`src/rtl/trng_entropy_collector.sv`:
```
// trng_entropy_collector
//   Collects entropy from free-running ring oscillators and packs it into words.
//   Each raw_i bit passes through a two-flop synchroniser; the synchronised bits
//   are XOR-folded into one sample bit. In RUN, a programmable divider picks
//   sample instants. Every sample feeds a repetition-count health test. An
//   optional von Neumann debiaser sits in front of an LSB-first packer, which
//   hands full words to a valid/ready output register.
//
// Ports
//   clk_i         system clock
//   rst_ni        asynchronous active-low reset
//   en_i          collection enable (IDLE <-> RUN)
//   vn_en_i       von Neumann debiaser enable
//   div_i         sample period minus one, in clk_i cycles
//   raw_i         asynchronous ring-oscillator outputs
//   clear_fail_i  clears a latched health failure (FAIL -> IDLE)
//   ready_i       consumer accepts data_o
//   data_o        random word
//   valid_o       data_o holds an unconsumed word
//   health_fail_o sticky repetition-count failure flag
//   ring_rst_o    active-high reset to the ring oscillators
module trng_entropy_collector #(
  parameter int unsigned NUM_RINGS  = 3,
  parameter int unsigned WORD_WIDTH = 32,
  parameter int unsigned DIV_WIDTH  = 8,
  parameter int unsigned RCT_CUTOFF = 32
) (
  input  logic                  clk_i,
  input  logic                  rst_ni,
  input  logic                  en_i,
  input  logic                  vn_en_i,
  input  logic [DIV_WIDTH-1:0]  div_i,
  input  logic [NUM_RINGS-1:0]  raw_i,
  input  logic                  clear_fail_i,
  input  logic                  ready_i,
  output logic [WORD_WIDTH-1:0] data_o,
  output logic                  valid_o,
  output logic                  health_fail_o,
  output logic                  ring_rst_o
);

  localparam logic [1:0] ST_IDLE = 2'd0;
  localparam logic [1:0] ST_RUN  = 2'd1;
  localparam logic [1:0] ST_FAIL = 2'd2;

  localparam int unsigned      CNT_W     = $clog2(WORD_WIDTH + 1);
  localparam logic [CNT_W-1:0] CNT_ONE   = CNT_W'(1);
  localparam logic [CNT_W-1:0] CNT_FULL  = CNT_W'(WORD_WIDTH);
  localparam logic [7:0]       RCT_LIMIT = 8'(RCT_CUTOFF);

  logic [NUM_RINGS-1:0]  sync1, sync2;
  logic                  sample_bit;
  logic [1:0]            state, state_nxt;
  logic [DIV_WIDTH-1:0]  div_cnt;
  logic                  sample_take;
  logic [7:0]            rct_cnt, rct_nxt;
  logic                  prev_bit;
  logic                  rct_fail;
  logic                  vn_phase, vn_first;
  logic                  emit, emit_bit;
  logic [WORD_WIDTH-1:0] pack;
  logic [CNT_W-1:0]      pack_cnt;
  logic                  pack_full;
  logic                  load;
  logic                  leaving;

  assign sample_bit  = ^sync2;
  assign sample_take = (state == ST_RUN) && (div_cnt == div_i);

  // A zero count means no sample history yet, so the next sample starts a run of 1.
  assign rct_nxt  = ((rct_cnt != 8'd0) && (sample_bit == prev_bit)) ? rct_cnt + 8'd1 : 8'd1;
  assign rct_fail = sample_take && (rct_nxt >= RCT_LIMIT);

  assign leaving   = (state == ST_RUN) && (state_nxt != ST_RUN);
  assign pack_full = (pack_cnt == CNT_FULL);
  assign load      = pack_full && (!valid_o || ready_i);

  always_comb begin
    state_nxt = state;
    case (state)
      ST_IDLE: if (en_i) state_nxt = ST_RUN;
      ST_RUN: begin
        if (rct_fail)  state_nxt = ST_FAIL;
        else if (!en_i) state_nxt = ST_IDLE;
      end
      ST_FAIL: if (clear_fail_i) state_nxt = ST_IDLE;
      default: state_nxt = ST_IDLE;
    endcase
  end

  // Debiaser: the first sample of a pair is held; the second decides the output.
  always_comb begin
    emit     = 1'b0;
    emit_bit = sample_bit;
    if (sample_take) begin
      if (!vn_en_i) begin
        emit = 1'b1;
      end else if (vn_phase && (vn_first != sample_bit)) begin
        emit     = 1'b1;
        emit_bit = vn_first;
      end
    end
  end

  always_ff @(posedge clk_i or negedge rst_ni) begin
    if (!rst_ni) begin
      sync1         <= '0;
      sync2         <= '0;
      state         <= ST_IDLE;
      ring_rst_o    <= 1'b1;
      div_cnt       <= '0;
      rct_cnt       <= '0;
      prev_bit      <= 1'b0;
      health_fail_o <= 1'b0;
      vn_phase      <= 1'b0;
      vn_first      <= 1'b0;
      pack          <= '0;
      pack_cnt      <= '0;
      data_o        <= '0;
      valid_o       <= 1'b0;
    end else begin
      sync1      <= raw_i;
      sync2      <= sync1;
      state      <= state_nxt;
      ring_rst_o <= (state != ST_RUN);

      if ((state != ST_RUN) || leaving) div_cnt <= '0;
      else if (div_cnt == div_i)        div_cnt <= '0;
      else                              div_cnt <= div_cnt + 1'b1;

      if ((state == ST_FAIL) && clear_fail_i) begin
        rct_cnt  <= '0;
        prev_bit <= 1'b0;
      end else if (sample_take) begin
        rct_cnt  <= rct_nxt;
        prev_bit <= sample_bit;
      end

      if (rct_fail)                                health_fail_o <= 1'b1;
      else if ((state == ST_FAIL) && clear_fail_i) health_fail_o <= 1'b0;

      if ((state != ST_RUN) || leaving) begin
        vn_phase <= 1'b0;
      end else if (sample_take && vn_en_i) begin
        vn_phase <= ~vn_phase;
        if (!vn_phase) vn_first <= sample_bit;
      end

      // A full packer hands off in the same cycle a new bit arrives, so that
      // bit becomes bit 0 of the next word rather than being lost.
      if ((state != ST_RUN) || leaving) begin
        pack     <= '0;
        pack_cnt <= '0;
      end else if (load) begin
        pack     <= {{(WORD_WIDTH-1){1'b0}}, emit & emit_bit};
        pack_cnt <= {{(CNT_W-1){1'b0}}, emit};
      end else if (emit && !pack_full) begin
        pack     <= pack | ({{(WORD_WIDTH-1){1'b0}}, emit_bit} << pack_cnt);
        pack_cnt <= pack_cnt + CNT_ONE;
      end

      if (load) begin
        data_o  <= pack;
        valid_o <= 1'b1;
      end else if (ready_i) begin
        valid_o <= 1'b0;
      end
    end
  end

endmodule

```
`config.mk`:
```
export PLATFORM = sky130hd
export DESIGN_NAME = trng_entropy_collector
export DESIGN_NICKNAME = d
export VERILOG_FILES = /design/src/rtl/trng_entropy_collector.sv
export SDC_FILE = /design/constraint.sdc
export NUM_CORES = 1
export LEC_CHECK = 0
export CAP_MARGIN = 20
export CORE_MARGIN = 10
export CORE_UTILIZATION = 58
export CTS_BUF_LIST = sky130_fd_sc_hd__clkbuf_8
export CTS_CLUSTER_DIAMETER = 30
export DETAILED_ROUTE_END_ITERATION = 6
export PLACE_DENSITY = 0.89
export SLEW_MARGIN = 30
export SYNTH_ARGS = -nofsm -noshare
export SYNTH_HDL_FRONTEND = slang
export SYNTH_SLANG_ARGS = --single-unit
```
`constraint.sdc`:
```
create_clock -name clk_i -period 2.5 [get_ports clk_i]
set_clock_uncertainty 0.05 [all_clocks]
set_input_delay 0.375 -clock clk_i [delete_from_list [all_inputs] [get_ports clk_i]]
set_output_delay 0.375 -clock clk_i [all_outputs]
set_load 0.02 [all_outputs]
```
# Yosys cells after proc, flatten, opt, wreduce, memory -nomap -nowiden
# Index checks and enable logic that the tools add are counted.
[totals]
regBits = 100
out_inout_bits = 35
[classes]
add_sub_neg = 3
magnitude_cmp = 1
n_bitwise = 4
muxes = 30
n_reduce_logical = 22
shifts = 1
n_eq_ne = 8
[op_table]
columns = ["cell", "n"]
rows = [
  ["32-bit two-way mux", 3],
  ["8-bit two-way mux", 5],
  ["32-bit OR", 1],
  ["1-bit by 6-bit << shifter with 32-bit output", 1],
  ["6-bit two-way mux", 3],
  ["8-bit by 1-bit adder with 8-bit output, second input constant", 2],
  ["1-bit two-way mux", 14],
  ["1-bit logical AND", 9],
  ["8-bit equality test", 1],
  ["8-bit by 6-bit >= comparator with 1-bit output, second input constant", 1],
  ["2-bit two-way mux", 4],
  ["2-bit nonzero test", 4],
  ["8-bit nonzero test", 1],
  ["6-bit by 1-bit adder with 6-bit output, second input constant", 1],
  ["6-bit equality test, second input constant", 1],
  ["2-bit case mux with 3 select lines", 1],
  ["2-bit by 1-bit inequality test with 1-bit output, second input constant", 2],
  ["3-bit AND reduction", 1],
  ["3-bit nonzero test", 1],
  ["3-bit XOR reduction", 1],
  ["2-bit by 1-bit equality test with 1-bit output, second input constant", 1],
  ["2-bit equality test, second input constant", 1],
  ["1-bit zero test", 2],
  ["2-bit zero test", 1],
  ["5 further kinds", 7],
]

# Longest topological paths before layout
[logic_depth]
depth_word = 13
mapped_depth = 9
ltp_nobuf = 8

# Worst setup path before layout
# OpenSTA, ideal clock, no wires.
[synth_path]
path_kind = "reg-to-reg"
start = "reg rct_cnt[0]"
end = "reg pack[10]"
arrival_time_ns = 1.884
setup_ns = 0.064
path_slack_ns = 0.501
n_path_buf = 1
path_stages_with_launch = 9
period_less_slack_ns = 1.999
path_cell_list = "dfrtp_1 -> ha_1 -> a311o_1 -> o21ai_0 -> a31oi_1 -> and3_4 -> nor3_4 -> buf_6 -> o21a_1"
[synth_between]
elab_chain_len = 11
[synth_rtl]
columns = ["item", "line_no", "text"]
rows = [
  ["from (decl)", "56", "logic [7:0] rct_cnt, rct_nxt;"],
  ["from (signal assigned)", "135", "rct_cnt <= rct_nxt;"],
  ["parallel branches: the longest is 2 deep, another holds 8-bit by 1-bit adder with 8-bit output", "n/a", ""],
  ["8-bit two-way mux (*)", "71", "assign rct_nxt = ((rct_cnt != 8'd0) && (sample_bit == prev_bit)) ? rct_cnt + 8'd1 : 8'd1;"],
  ["8-bit by 6-bit >= comparator with 1-bit output (*)", "72", "assign rct_fail = sample_take && (rct_nxt >= RCT_LIMIT);"],
  ["1-bit logical AND (*)", "72", ""],
  ["2-bit two-way mux (*)", "83", "if (rct_fail) state_nxt = ST_FAIL;"],
  ["2-bit case mux with 3 select lines (*)", "80", "case (state)"],
  ["2-bit by 1-bit inequality test with 1-bit output (*)", "74", "assign leaving = (state == ST_RUN) && (state_nxt != ST_RUN);"],
  ["1-bit logical AND (*)", "74", ""],
  ["1-bit logical OR (*)", "151", "if ((state != ST_RUN) || leaving) begin"],
  ["3-bit nonzero test (no source line) / 32-bit two-way mux (equally long branches)", "n/a", ""],
  ["to (signal assigned)", "155", "pack <= {{(WORD_WIDTH-1){1'b0}}, emit & emit_bit};"],
  ["to (signal assigned)", "158", "pack <= pack | ({{(WORD_WIDTH-1){1'b0}}, emit_bit} << pack_cnt);"],
  ["to (decl)", "61", "logic [WORD_WIDTH-1:0] pack;"],
]
# Mark *: on every way between the ends.
# A chain may end at the register's enable or synchronous reset.

# Worst setup path after layout
[layout_path]
start = "reg rct_cnt[0]"
end = "reg vn_first"
[layout_between]
elab_chain_len = 12
[layout_rtl]
columns = ["item", "line_no", "text"]
rows = [
  ["parallel branches: the longest is 2 deep, another holds 8-bit by 1-bit adder with 8-bit output", "n/a", ""],
  ["8-bit two-way mux (*)", "71", ""],
  ["8-bit by 6-bit >= comparator with 1-bit output (*)", "72", ""],
  ["1-bit logical AND (*)", "72", ""],
  ["2-bit two-way mux (*)", "83", ""],
  ["2-bit case mux with 3 select lines (*)", "80", ""],
  ["2-bit by 1-bit inequality test with 1-bit output (*)", "74", ""],
  ["1-bit logical AND (*)", "74", ""],
  ["1-bit logical OR (*)", "142", "if ((state != ST_RUN) || leaving) begin"],
  ["1-bit inverter (no source line) (*)", "n/a", ""],
  ["3-bit AND reduction (no source line) (*)", "n/a", ""],
  ["to (signal assigned)", "146", "if (!vn_phase) vn_first <= sample_bit;"],
  ["to (decl)", "59", "logic vn_phase, vn_first;"],
]
# Marked as above.

==> results list <==
- First-pass GRT wire length: 16000 um
* Clock tree from TritonCTS: done
- Power per cell area: 514 nW/um2
- The run finished with clean final reports.
- Global route total overflow: 0
* Total number of H-tree levels: 3
* Share of final-layout standard cells stronger than drive strength 1: 0.0885
- # placed instances: 602
- After detailed routing, the number of remaining DRC violations is 0.
- Arrival @ worst endpoint: 2.50 ns
- Die Outline Area: 11600 um2
- Flop pwr share: 0.600
- Max_slew headroom: 0.570
* Sw Ratio: 0.246
* Syn Inst Count: 453
* Area of the multi-input gates: 1820 um2
- Of the synthesized area, sequential elements account for 0.563.
- Detailed router's first-iteration violation count: 176
- Entering global routing, the biggest net connects 52 pins.
- Buffers placed on the I/O ports in this run total 51.
* Starting density of the core: 0.604
- Dominant delay contributor by cell family on the critical path: compound AO/OA/AOI/OAI gates
- Setup repair after global routing left no endpoint under its margin.
- In this run the worst path has a maximum fanout of 6.
- Total Routing Usage GR: 0.168
* Total of flip-flops plus latches after synthesis: 100
- The via count of the first global-routing pass came to 3476.
* Crit. End Element: flop
- In this run the vertical extent of the chip is 108 um.
- Combinational share of power: 0.053
- The clock net in this run drives a total of 100 sinks.
- Total number of vias: 3340
- Across the run, the number of max-cap violations was 0.
* Core box area: 7370 um2
- HP Class: reg -> reg
- Final weighted congestion in routability-driven placement: 0.844
- Most used routing layer in global routing: met2
* Dominant synthesized flop cell: dfrtp_1
- Total inserted antenna cells: 0
* M3 GR Usage: 0.0437
* Class of the most critical setup path: reg -> reg
- Number of antenna violations at the first check in global routing: 0
- Number of synthesized flops with an enable pin: 0
* CTS Root Buffer Type: clkbuf_8
- Before antenna repair, the detailed router went through 4 iterations.
- Mean post-synth cell area: 9.82 um2
- X dimension of the die: 108 um
- Slowest Stage Delay on Critical Path: 0.44 ns
- The area growth from synthesis to layout is 19.2%.
- In this run the power spent charging and discharging nets is 671 uW.
- For the pin with the worst max-slew slack, the measured transition is 0.645 ns.
* Met2 track demand over resource: 0.281
- Area of the mapped netlist: 4450 um2
- The number of nets in the synthesized netlist is 475.
* Internal portion of total power: 2060 uW
- At the later pin of the worst-skew pair, clock insertion delay measures 0.37 ns.
* Crit path buf inv count: 0
- Number of hold-slack violations in the final timing report: 0
* Final count of pins violating max slew: 0
- After the last flow step, the layout net total stands at 537.
* Via-per-instance ratio: 5.40
* Number of non-filler instances in the completed layout: 619
- Setup violations remaining at the end of the flow were counted as 0.
* Slowest CP cell: dfrtp_1
- Clock network fraction of design power: 0.348
- Hold Worst Slack: 0.304 ns
- Buffer count from post-CTS setup fixing: 0
- Across the VDD grid, the largest voltage drop is 0.283 mV.
* Layout filler cell count: 543
* Fraction of registers with async set or reset after synthesis: 1.00
- 52 I/O pins were placed.
* Grt met1 use: 0.202
- Critical Path Source Type: flop
* Min Clock Period, post-route: 2.27 ns
- The detail route stage leaves a number of antenna-violating nets equal to 0.
- Timing would allow up to 440 MHz.
- In this run the deepest clock path goes through 2 buffers.
- STA puts the critical path data required time at 2.72 ns.
* Static leakage: 0.00248 uW
- Synth warnings: 0
- Summing all flip-flop and latch instances after layout gives 2500 um2.
- Clock-pin slew was measured on the worst setup and hold paths at 0.10 ns.
* CTS Buf Count: 9
* Number of unique standard cell types used by synthesis: 45
- Post-Route WL: 9240 um
- Cell chain of the critical path: ha_1 > a311o_1 > o21ai_0 > a31oi_1 > and3_4 > nor4b_2 > mux2i_1
* Half-perimeter wire length of the detailed placement result: 6670 um
- Part of the cycle the worst path needs: 0.910
- The floorplan has 31 rows.
- Detail-routed net length per standard cell: 14.9 um
-- sequential cells by signal, indices dropped and copies added (netlist names) --
register and count:
data_o 32, pack 32, div_cnt 8, rct_cnt 8
pack_cnt 6, sync1 3, sync2 3, state 2
health_fail_o 1, prev_bit 1, ring_rst_o 1, valid_o 1
vn_first 1, vn_phase 1
-- logic make-up (layout without fill, tap and decap cells) --
family                     Yosys count  in the layout  synth area share
adders and majority gates            5              5            0.0141
muxes                                2              2           0.00450
buffers and inverters               24             91            0.0290
and+or+nand+nor                    239            239             0.250
DFF                                100            100             0.563
AOI/OAI and AO/OA                   62             62            0.0948
xor gates and xnor gates            21             21            0.0447
-- cell usage after synthesis (2+ instances only) --
cell type / instances / area [um2]
and3_1: 6 / 37.5
a31oi_1: 4 / 25.0
nand4_1: 7 / 43.8
o21ai_0: 10 / 50.1
mux2i_1: 2 / 20.0
nor2b_1: 4 / 25.0
or2_2: 2 / 12.5
ha_1: 5 / 62.6
or3_4: 2 / 22.5
nand4b_1: 2 / 17.5
o21a_1: 31 / 233
a22oi_1: 3 / 22.5
inv_1: 8 / 30.0
dfrtp_1: 99 / 2480
nor2_1: 58 / 218
clkbuf_1: 4 / 15.0
nand2b_1: 7 / 43.8
xor2_1: 16 / 140
nor3_1: 4 / 20.0
nand3_1: 19 / 95.1
nor4_4: 2 / 42.5
or3_1: 2 / 12.5
nand2_1: 117 / 439
xnor2_1: 4 / 35.0
buf_6: 4 / 45.0
a21oi_1: 6 / 30.0
buf_2: 7 / 35.0
-- per-stage QoR --
step	instance area (um2)	total power, uW	TNS (ns)	worst slack (ns)	util
3_5_place_dp	5120	1810	-0.0469	-0.0469	0.694
4_1_cts	5300	2740	0	0.215	0.720
6_report	5300	2730	0	0.225	0.720
5_1_grt	5300	2830	0	0.112	0.720
3_3_place_gp	5120	1810	0	0.103	0.694
2_1_floorplan	4450	1730	0	0.501	-
-- path summary, 6_finish.rpt --
path / depth (start not counted) / startpoint / slack, ns / end
max: 7 / rct_cnt[0] / 0.23 / vn_first
min: 0 / sync1[2] / 0.30 / sync2[2]
max reg2reg: 7 / rct_cnt[0] / 0.23 / vn_first
min reg2reg: 0 / sync1[2] / 0.30 / sync2[2]
max in group asynchronous: 3 / rst_ni / 1.16 / pack[17]
min in group asynchronous: 2 / rst_ni / 0.50 / pack[9]
-- per-layer routing --
layer | vias to the layer above | part of all wire
met4 | 0 | 0.014
met2 | 70 | 0.51
li1 | 1626 | -
met3 | 12 | 0.048
met1 | 1632 | 0.43
met5 | - | 0
-- power by group through the flow --
stage                     Combinational [uW]  Sequential, uW  Clock, uW
after global routing                     160            1640       1040
after floorplan                         64.8            1670          0
after global placement                   139            1670          0
final                                    144            1640        948
after CTS                                147            1640        954
after detailed placement                 144            1670          0
-- cell usage in the layout, fill, tap and decap left out, types with 2 or more instances in the layout --
cell,synthesis,layout
or3_4,2,2
ha_1,5,5
and3_1,6,6
xnor2_1,4,4
a21oi_1,6,6
a31oi_1,4,4
clkdlybuf4s50_1,0,50
o21ai_0,10,10
mux2i_1,2,2
inv_1,8,9
nor2b_1,4,4
nand4b_1,2,2
a22oi_1,3,3
xor2_1,16,16
or2_2,2,2
buf_4,0,13
nor4_4,2,2
dfrtp_1,99,99
nand2b_1,7,7
buf_12,0,2
nand4_1,7,7
nor3_1,4,4
clkinvlp_4,0,2
or3_1,2,2
o21a_1,31,31
nand2_1,117,117
clkbuf_8,0,9
nor2_1,58,58
nand3_1,19,19
-- cell type report --
type | count | share of cell area
clock buffer | 9 | 0.0234
clock inverter | 7 | 0.00991
inverter | 9 | 0.00637
timing repair buffer | 66 | 0.122
tap | 99 | 0.0234
sequential | 100 | 0.472
multi-input combinational | 329 | 0.343
-- timing repair --
action / 4_1_cts / 5_1_grt
gates resized for setup: 0 / 0
hold buffers: 1 / 0
hold endpoints to repair: 5 / 0
Power figures use the tool's default switching activity.
==> RTL edit, RTL diff (same flow settings) <==
Make the reset (`rst_ni`) synchronous in one clocked block. Comments in the files are not updated.
--- a/src/rtl/trng_entropy_collector.sv
+++ b/src/rtl/trng_entropy_collector.sv
@@ -102,7 +102,7 @@
     end
   end
 
-  always_ff @(posedge clk_i or negedge rst_ni) begin
+  always_ff @(posedge clk_i) begin
     if (!rst_ni) begin
       sync1         <= '0;
       sync2         <= '0;
Check against the original RTL: differs if rst_ni is asserted again (counterexample within 4 cycles, from zero or initial values and one cycle with rst_ni low); with rst_ni held inactive, the same outputs for 10 cycles.
==> RTL edit against the original RTL <==
Hold slack improved by 0.089 ns; combinational power fell by 17%; design area decreased by 2.5%; final cell count grew 4.8%; setup slack improved by 0.0095 ns; sequential cell count did not move; routed wire length rose by 6.2%; largest power group unchanged; largest cell class is now multi-input gates; non-clock buffer count increased by 4; power increased by 1.1%; critical path type unchanged; synthesized area decreased by 4.0%; synthesized cell count up 9.1%; via count grew 11%.
==> RTL edit: results (changes against the original RTL) <==
final hold slack 0.393 ns (+0.0890 ns); FF+latch count 100 (unchanged); Worst R2R Setup Slack 0.23 ns; vias 3,694 (+11%); Worst-Skew Late Latency 0.39 ns (+0.02 ns); Met2 Wirelength 4850 um (+2.5%); M1 GR Usage 19.8% (-0.35 points); multi-input gates 360 (+9.4%); register area 2000 um2 (-20%); M2 GR Usage 29.9% (+1.8 points); number of non-clock inverters in the layout 4 (-5); global-route wire length before repair 16,500 um (+3.4%); xor and xnor area share after synthesis 4.45% (-0.016 points); Min-Delay Endpoint sync2[0]; dpl hpwl 7110 um (+6.7%); compound-cell area share of the yosys netlist 17.1% (+7.6 points); clk pwr 1.04 mW (+9.7%); min-delay src sync1[0]; top cells by area, synth dfxtp_1, nand2_1, a21boi_0, nor2_1, o21a_1; fillers 572 (+5.3%); DRT Pass-1 Iters 5 (+1); post-synthesis mux area share 0.762% (+0.31 points); Crit. Startpoint sync2[1]; Final #Nets 567 (+5.6%); fraction of area in multi-input gates 41.4% (+7.2 points); Combinational Power Share 4.3% (-1.0 points); Layout non-clock buf frac 13.1% (+0.90 points); highest clock rate 0.441 GHz (+0.42%); Signal buffers 70 (+6.1%); crit path DAT 2.52 ns (+0.02 ns); Total GRT Usage 17.5% (+0.70 points); Leakage 1.71 nW (-31%); largest net degree at the start of global routing 47 (-9.6%); syn nets 516 (+8.6%); met3 wire length 618 um (+40%); Worst Reg-to-Reg Cells 5 (-2); GPL Wtd Cong 0.886 (+4.9%); Post-Route M1 WL 4140 um (+5.1%); synth unique cells 44 (-2.2%); Synth Area in Adders 1.47% (+0.059 points); commonest cells in the netlist dfxtp_1, nand2_1, nor2_1; critical-path maximum fanout 8 (+2); VDD IR max 0.000338 V (+19%); Final clock-cell share 4.04% (+0.72 points); total wire length 9810 um (+6.2%); Most used DFF post-synth dfxtp_1; dpl ws 0.0726 ns (+0.120 ns); GR Util met3 4.20% (-0.17 points); outcome completed; Worst Tran Pin Value 0.545 ns (-0.101 ns); asr flop ratio synth 0% (-100 points)
==> RTL edit: changes by cell type in the layout (fill, tap and decap cells not counted), sizes merged, moves of 8 or more <==
cell and delta:
a41oi +8, nor3 +21, a21boi +33, xor2 -9, o21ai -8, dfxtp +100
and2 +9, xnor2 +8, o21a -13, dfrtp -99, nor2 -22, nand2 -27
==> RTL edit: critical path, stage by stage, from the launching register on <==
cell	delay [ns]
dfxtp_1	0.32
xnor3_2	0.50
xnor2_1	0.20
or2_0	0.39
or4_1	0.57
a31oi_1	0.18
==> RTL edit: metrics by stage <==
step | area (um2) | power, mW | util, % | cells
finish | 5170 | 2.76 | 71.6 | 649
global route | 5170 | 2.84 | 71.6 | 649
CTS | 5170 | 2.77 | 71.6 | 649
detailed placement | 4960 | 1.76 | 68.7 | 633
global placement | 4960 | 1.75 | 68.7 | 633
floorplan | 4270 | 1.70 | - | 494
